--- src/rtl/receptor_pkg.sv ---
// Shared types and constants for the serial frame receiver feeding the Display stage.
package receptor_pkg;

    typedef enum logic [2:0] {
        OCIOSO,
        INICIO,
        DADOS,
        PAR,
        PARADA
    } estado_t;

    localparam int   N_DADOS      = 5;
    localparam logic LINHA_OCIOSA = 1'b1;
    localparam int   IDX_W        = $clog2(N_DADOS);

endpackage

--- src/rtl/receptor_serial_sincronizador.sv ---
// Two-flop synchronizer for the serial line; both flops reset to the idle line level.
module sincronizador
    import receptor_pkg::*;
(
    input  logic clk_i,
    input  logic rst_i,
    input  logic d_i,
    output logic q_o
);

    logic [1:0] ff_q;

    always_ff @(posedge clk_i or posedge rst_i) begin
        if (rst_i) begin
            ff_q <= {2{LINHA_OCIOSA}};
        end else begin
            ff_q <= {ff_q[0], d_i};
        end
    end

    assign q_o = ff_q[1];

endmodule

--- src/rtl/receptor_serial.sv ---
// Serial frame receiver: start, 5 data bits LSB-first, parity, stop; holds the last good frame.
// Optional input synchronizer enabled by defining RECEPTOR_SINCRONIZADOR_EN.
module receptor_serial
    import receptor_pkg::*;
#(
    parameter int DIVISOR = 16
) (
    input  logic       Clock,
    input  logic       Reset,
    input  logic       Linha,
    output logic [4:0] Valores,
    output logic       Paridade,
    output logic       Pronto,
    output logic       ErroQuadro
);

    localparam int                CW         = $clog2(DIVISOR);
    localparam logic [CW-1:0]     CNT_MEIO   = CW'(DIVISOR / 2 - 1);
    localparam logic [CW-1:0]     CNT_ULTIMO = CW'(DIVISOR - 1);
    localparam logic [IDX_W-1:0]  IDX_ULTIMO = IDX_W'(N_DADOS - 1);

    if (DIVISOR < 4 || (DIVISOR % 2) != 0) begin : g_divisor_invalido
        $error("receptor_serial: DIVISOR must be even and >= 4");
    end

    logic s;

`ifdef RECEPTOR_SINCRONIZADOR_EN
    sincronizador u_sincronizador (
        .clk_i (Clock),
        .rst_i (Reset),
        .d_i   (Linha),
        .q_o   (s)
    );
`else
    assign s = Linha;
`endif

    estado_t              estado_q;
    logic [CW-1:0]        cnt_q;
    logic [IDX_W-1:0]     idx_q;
    logic                 s_ant_q;
    logic [N_DADOS-1:0]   sombra_q;
    logic                 par_sombra_q;
    logic [N_DADOS-1:0]   valores_q;
    logic                 paridade_q;
    logic                 pronto_q;
    logic                 erro_q;
    logic                 fim_bit;

    assign fim_bit = (cnt_q == CNT_ULTIMO);

    // Shadow registers collect the frame; the outputs load only on a good stop bit.
    always_ff @(posedge Clock or posedge Reset) begin
        if (Reset) begin
            estado_q     <= OCIOSO;
            cnt_q        <= '0;
            idx_q        <= '0;
            s_ant_q      <= LINHA_OCIOSA;
            sombra_q     <= '0;
            par_sombra_q <= 1'b0;
            valores_q    <= '0;
            paridade_q   <= 1'b0;
            pronto_q     <= 1'b0;
            erro_q       <= 1'b0;
        end else begin
            s_ant_q  <= s;
            pronto_q <= 1'b0;
            erro_q   <= 1'b0;
            case (estado_q)
                OCIOSO: begin
                    if (s_ant_q == LINHA_OCIOSA && s != LINHA_OCIOSA) begin
                        cnt_q    <= '0;
                        estado_q <= INICIO;
                    end
                end
                INICIO: begin
                    if (cnt_q == CNT_MEIO) begin
                        cnt_q <= '0;
                        if (s == LINHA_OCIOSA) begin
                            estado_q <= OCIOSO;
                        end else begin
                            idx_q    <= '0;
                            estado_q <= DADOS;
                        end
                    end else begin
                        cnt_q <= cnt_q + CW'(1);
                    end
                end
                DADOS: begin
                    if (fim_bit) begin
                        cnt_q           <= '0;
                        sombra_q[idx_q] <= s;
                        if (idx_q == IDX_ULTIMO) begin
                            estado_q <= PAR;
                        end else begin
                            idx_q <= idx_q + IDX_W'(1);
                        end
                    end else begin
                        cnt_q <= cnt_q + CW'(1);
                    end
                end
                PAR: begin
                    if (fim_bit) begin
                        cnt_q        <= '0;
                        par_sombra_q <= s;
                        estado_q     <= PARADA;
                    end else begin
                        cnt_q <= cnt_q + CW'(1);
                    end
                end
                PARADA: begin
                    if (fim_bit) begin
                        cnt_q    <= '0;
                        estado_q <= OCIOSO;
                        if (s == LINHA_OCIOSA) begin
                            valores_q  <= sombra_q;
                            paridade_q <= par_sombra_q;
                            pronto_q   <= 1'b1;
                        end else begin
                            erro_q <= 1'b1;
                        end
                    end else begin
                        cnt_q <= cnt_q + CW'(1);
                    end
                end
                default: begin
                    cnt_q    <= '0;
                    estado_q <= OCIOSO;
                end
            endcase
        end
    end

    assign Valores    = valores_q;
    assign Paridade   = paridade_q;
    assign Pronto     = pronto_q;
    assign ErroQuadro = erro_q;

endmodule

--- config.mk ---
export PLATFORM = sky130hd
export DESIGN_NAME = receptor_serial
export DESIGN_NICKNAME = d
export VERILOG_FILES = /design/src/rtl/receptor_pkg.sv /design/src/rtl/receptor_serial_sincronizador.sv /design/src/rtl/receptor_serial.sv
export SDC_FILE = /design/constraint.sdc
export NUM_CORES = 1
export LEC_CHECK = 0
export ABC_AREA = 1
export CORE_ASPECT_RATIO = 1.1
export CORE_MARGIN = 1
export CORE_UTILIZATION = 35
export CTS_CLUSTER_SIZE = 12
export DETAILED_ROUTE_END_ITERATION = 8
export DONT_BUFFER_PORTS = 1
export SLEW_MARGIN = 5
export SYNTH_ARGS = -nofsm -noshare
export SYNTH_HDL_FRONTEND = slang
export SYNTH_HIERARCHICAL = 1
export SYNTH_SLANG_ARGS = --single-unit
--- constraint.sdc ---
create_clock -name Clock -period 3.3 [get_ports Clock]
set_input_delay 0.33 -clock Clock [delete_from_list [all_inputs] [get_ports Clock]]
set_output_delay 0.33 -clock Clock [all_outputs]
set_load 0.005 [all_outputs]
Word level (Yosys, flattened, before mapping)

Cells that the tools add are included.

Bits in registers: 25
Logic and storage cells: 66

Add/subtract/negate cells: 2
Order comparisons: 2
Eq/ne operators: 15
Muxes and demuxes: 26
Bitwise logic cells: 1
Reduce and logical (&&, ||, !) cells: 10

Operators by type and width:

| kind                                                                          | count |
|---|---|
| 3-bit two-way mux                                                             | 10 |
| 2-bit != test (second input constant)                                         | 8 |
| 3-bit one-hot mux with 5 select lines                                         | 1 |
| 4-bit two-way mux                                                             | 3 |
| 4-bit one-hot mux with 3 select lines                                         | 1 |
| 1-bit two-way mux                                                             | 7 |
| 3-bit by 2-bit == test with 1-bit output (second input constant)              | 2 |
| 3-bit == test (second input constant)                                         | 2 |
| 3-bit one-hot mux with 2 select lines                                         | 1 |
| 6-bit AND reduction                                                           | 1 |
| 5-bit bitwise mux                                                             | 1 |
| 5-bit AND reduction                                                           | 1 |
| 4-bit by 1-bit adder with 4-bit output (second input constant)                | 1 |
| 4-bit by 3-bit == test with 1-bit output (second input constant)              | 1 |
| 4-bit == test (second input constant)                                         | 1 |
| 3-bit by 4-bit less-than comparator with 1-bit output (second input constant) | 1 |
| 2-bit AND reduction                                                           | 2 |
| 3-bit by 1-bit adder with 3-bit output (second input constant)                | 1 |
| 1-bit demux with 3-bit select                                                 | 1 |
| 3-bit by 1-bit == test with 1-bit output (second input constant)              | 1 |
| 3-bit by 1-bit >= comparator with 1-bit output (second input constant)        | 1 |
| 3-bit zero test                                                               | 1 |
| 3-bit AND reduction                                                           | 1 |
| 3-bit OR reduction                                                            | 1 |
| 4 further kinds                                                               | 5 |

Longest topological paths before layout

Word-level depth: 5
Mapped depth: 9

Worst setup path before layout

OpenSTA, ideal clock, no wires.

Path kind: register -> register
Start: register idx_q[0]
End: register idx_q[2]
Setup time: 0.121 ns
Data arrival time: 1.136 ns
Required time: 3.179 ns
Setup slack: 2.044 ns
Cell stages (with the launch flop): 9
Buffers on the path: 0
Clock period less this slack: 1.256 ns
Cell sequence: dfrtp_1 -> inv_1 -> ha_1 -> nand2_1 -> nand3_1 -> o21ai_0 -> nand2_2 -> nand2_1 -> o21ai_1

Longest elaborated chain between the ends: 4

RTL lines:

| what                                   | RTL line              | text |
|---|---|---|
| start, declared                        | receptor_serial.sv:41 | `logic [IDX_W-1:0] idx_q;` |
| start signal, assigned                 | receptor_serial.sv:97 | `idx_q <= idx_q + IDX_W'(1);` |
| 3-bit by 1-bit adder with 3-bit output | receptor_serial.sv:97 |  |
| 3-bit two-way mux                      | receptor_serial.sv:94 | `if (idx_q == IDX_ULTIMO) begin` |
| 3-bit two-way mux                      | receptor_serial.sv:91 | `if (fim_bit) begin` |
| 3-bit one-hot mux with 2 select lines  | receptor_serial.sv:70 | `case (estado_q)` |

Parallel ways exist; a longest one is shown, timed or not. The select of a mux whose other input is x is not followed.
A chain may end at the register's enable or synchronous reset.

Worst setup path in the final report

Start: register idx_q[0]
End: register idx_q[1]

Same word-level chain as after synthesis.

==> impl_metrics.yaml <==
pwr:
  power_density_nw_per_um2: 600
  cellLeakagePower_nw: 0.660
  p_int_mw: 0.488
  swShare_pct: 40.2
  clkPwrFrac_pct: 15.9
  ir_worst_vdd_mv: 0.156
  comb_power_share_pct: 35.0
  seqPwrFrac_pct: 49.1
  switchingPower_mw: 0.328
floorplanning:
  dieArea_sq_um: 3890
  rows: 22
  die_y_um: 65.3
  core-area_sq_um: 3410
  io_pins: 11
  start_util_pct: 37.4
  die_w_um: 59.5
global_routing:
  track_usage_pct: 14.5
  grt_antenna_before_repair: 0
  grt_start_max_net_pins: 26
  grt_pass1_vias: 960
  grt.overflow.total: 0
  grt_pass1_wl_um: 4240
timing:
  final.setup.worst_slack_ns: 1.82
  skew_ns: 0.000903
  slew_violations: 0
  tightest_slew_ns: 0.929
  final.period_utilization_pct: 44.8
  setup_tns_ns: 0
  fin_crit_ns: 1.48
  hold_viol: 0
  finalSetupViolCount: 0
  max_freq_ghz: 0.677
  slew_headroom_pct: 38.0
  rsz0062_at_grt: "false"
final_layout:
  fin_util_pct: 39.8
  synthToLayoutAreaGrowth_pct: 6.67
  final_nets: 161
  antennaDiodeCount: 0
  layoutNonFillerInstCount: 202
  final_area_sq_um: 1360
  fillCellCount: 375
  drive_above_1_share_pct: 14.3
detailed_routing:
  avgViaCountPerCell: 4.90
  finalWirelength_um: 2410
  dr.pass1.iters: 4
  wire_per_inst_um: 11.9
  dr.first_iter.drc_count: 42
  vias: 989
  route.detailed.drc: 0
  ant_nets: 0
place:
  dp_hpwl_um: 1770
  dp_worst_setup_slack_ns: 1.85
  dpl_cell_area_sq_um: 1320
  port_buffers: 0
  dp.cells: 197
  gp_congestion: 0.903
clock_network:
  clock_latency_ns: 0.30
  cts_buffers: 3
  clkSinkCount: 25
  htreeDepth: 1
  ctsRootBufferMaster: "clkbuf_4"
  cts_buffer_depth: 2
  cts_tree: "done"
  postCtsSetupRepairBufs: 0
  cts.clk_slew.worst_paths_ns: 0.12
synth:
  yosysSeqAreaShare_pct: 49.2
  synth_area_per_cell_sq_um: 8.50
  syn_nets: 156
  synth_cell_types: 24
  syn_area_sq_um: 1270
  syn_inst: 150
  yosysWarningCount: 6
  synth_seq_cells: 25
critical_path:
  rr_worst_depth: 8
  cpPeakStageDelay_ns: 0.44
  cp.required_ns: 3.51
  slowest_stage: "dfrtp_1"
  critical_path_class: "reg2reg"
  endpoint: "idx_q[1]"
  r2r_end: "idx_q[1]"
  worstSetupStartpointType: "flip-flop"
  cpMostUsedCell: "nand2_1"
  crit_start: "idx_q[0]"
  rr_startpoint: "idx_q[0]"
  cp_data_arrival_time_ns: 1.69
  path_cells: "inv_1, ha_1, nand2_1, nand3_1, o21ai_0, nand2_2, nand2_1, o21ai_1"
  rrSetupSlack_ns: 1.82
  crit_path_end_kind: "flip-flop"
  path_max_fanout: 6
hold_path:
  hp-class: "in2reg"
run_status:
  status: "complete, no violations"
flow_run:
  maxCapViolations: 0
## state kept, by name, summed over array words and instances (netlist names)
| name | flops |
|---|---|
| Paridade | 1 |
| s_ant_q | 1 |
| idx_q | 3 |
| par_sombra_q | 1 |
| ErroQuadro | 1 |
| sombra_q | 5 |
| estado_q | 3 |
| Pronto | 1 |
| Valores | 5 |
| cnt_q | 4 |
## cell families after synthesis
family | Yosys count | synth area share (%)
and+or+nand+nor | 86 | 33.8
DFF | 25 | 49.2
xor gates and xnor gates | 1 | 0.687
AOI/OAI and AO/OA | 18 | 7.46
adders and majority gates | 3 | 2.94
buffers and inverters | 17 | 5.99
## worst max-delay path: cells and delay by family, from the launching register on
kind                       cells  cell delay (ns)
adders and majority gates      1             0.21
DFF                            1             0.44
and+or+nand+nor                4             0.39
buffers and inverters          1             0.12
AOI/OAI and AO/OA              2             0.21
## synth_stat cells
cell type	number	area share, %
xor2_1	1	0.69
nand4_1	6	2.9
buf_6	1	0.88
nand2_1	41	12
clkinv_4	1	0.69
nand2_4	2	1.8
nand3_1	15	5.9
nor3_1	1	0.39
o21bai_1	1	0.59
inv_2	2	0.59
nand3_2	1	0.79
dfstp_2	1	2.1
o21ai_1	9	3.5
o211ai_1	1	0.59
nand2_2	4	2.0
nor2_1	8	2.4
ha_1	3	2.9
inv_1	13	3.8
dfrtp_1	24	47
nor2_2	4	2.0
or2_2	1	0.49
o21ai_0	7	2.7
nand3_4	1	1.4
nor2_4	2	1.8
## layout make-up
cell class	instances	area (sq um)	area share, %
Tap cell	48	60.1	4.42
Sequential cell	25	627	46.1
Multi-Input combinational cell	108	572	42.0
Inverter	16	65.1	4.78
Clock buffer	4	26.3	1.93
Timing Repair Buffer	1	10.0	0.736
## worst min-delay path by stage
stage	startpoint	to	slack (ns)	cells past startpoint
4_1_cts	Linha	ErroQuadro	0.06	1
3_3_place_gp	Linha	s_ant_q	0.34	0
3_5_place_dp	Linha	s_ant_q	0.34	0
6_report	Linha	ErroQuadro	0.08	1
5_1_grt	Linha	ErroQuadro	0.05	1
2_1_floorplan	Linha	s_ant_q	0.33	0
## cell usage in the layout, fill, tap and decap left out, types with 3 or more instances in the layout
cell	instances
nand3_1	15
ha_1	3
dfrtp_1	24
clkbuf_4	3
nand2_2	4
nor2_2	4
inv_1	13
o21ai_0	7
nand4_1	6
nor2_1	8
nand2_1	41
o21ai_1	9
## metal layers
layer | share of wire (%) | up-vias | global-route usage [%]
met4 | 2.3 | 0 | 10.2
li1 | - | 495 | -
met3 | 3.4 | 4 | 2.76
met5 | 0 | - | 0
met1 | 47 | 470 | 18.7
met2 | 48 | 20 | 21.5
## timing repair
item                                   CTS  global route
hold buffers                             1             0
resized for setup                        0             0
endpoints found under the hold margin    1             0
## metrics by stage
stage / hold slack, ns / power, mW
floorplan: 0.334 / 0.634
global placement: 0.335 / 0.670
detailed placement: 0.336 / 0.688
CTS: 0.0589 / 0.824
global route: 0.0467 / 0.890
finish: 0.0752 / 0.816
## power groups by stage
stage	Sequential [mW]	Clock (mW)	Combinational, mW
CTS	0.399	0.139	0.286
detailed placement	0.405	0	0.283
finish	0.400	0.130	0.286
global route	0.405	0.152	0.333
floorplan	0.384	0	0.251
global placement	0.400	0	0.270
(Power assumes the default switching activity.)
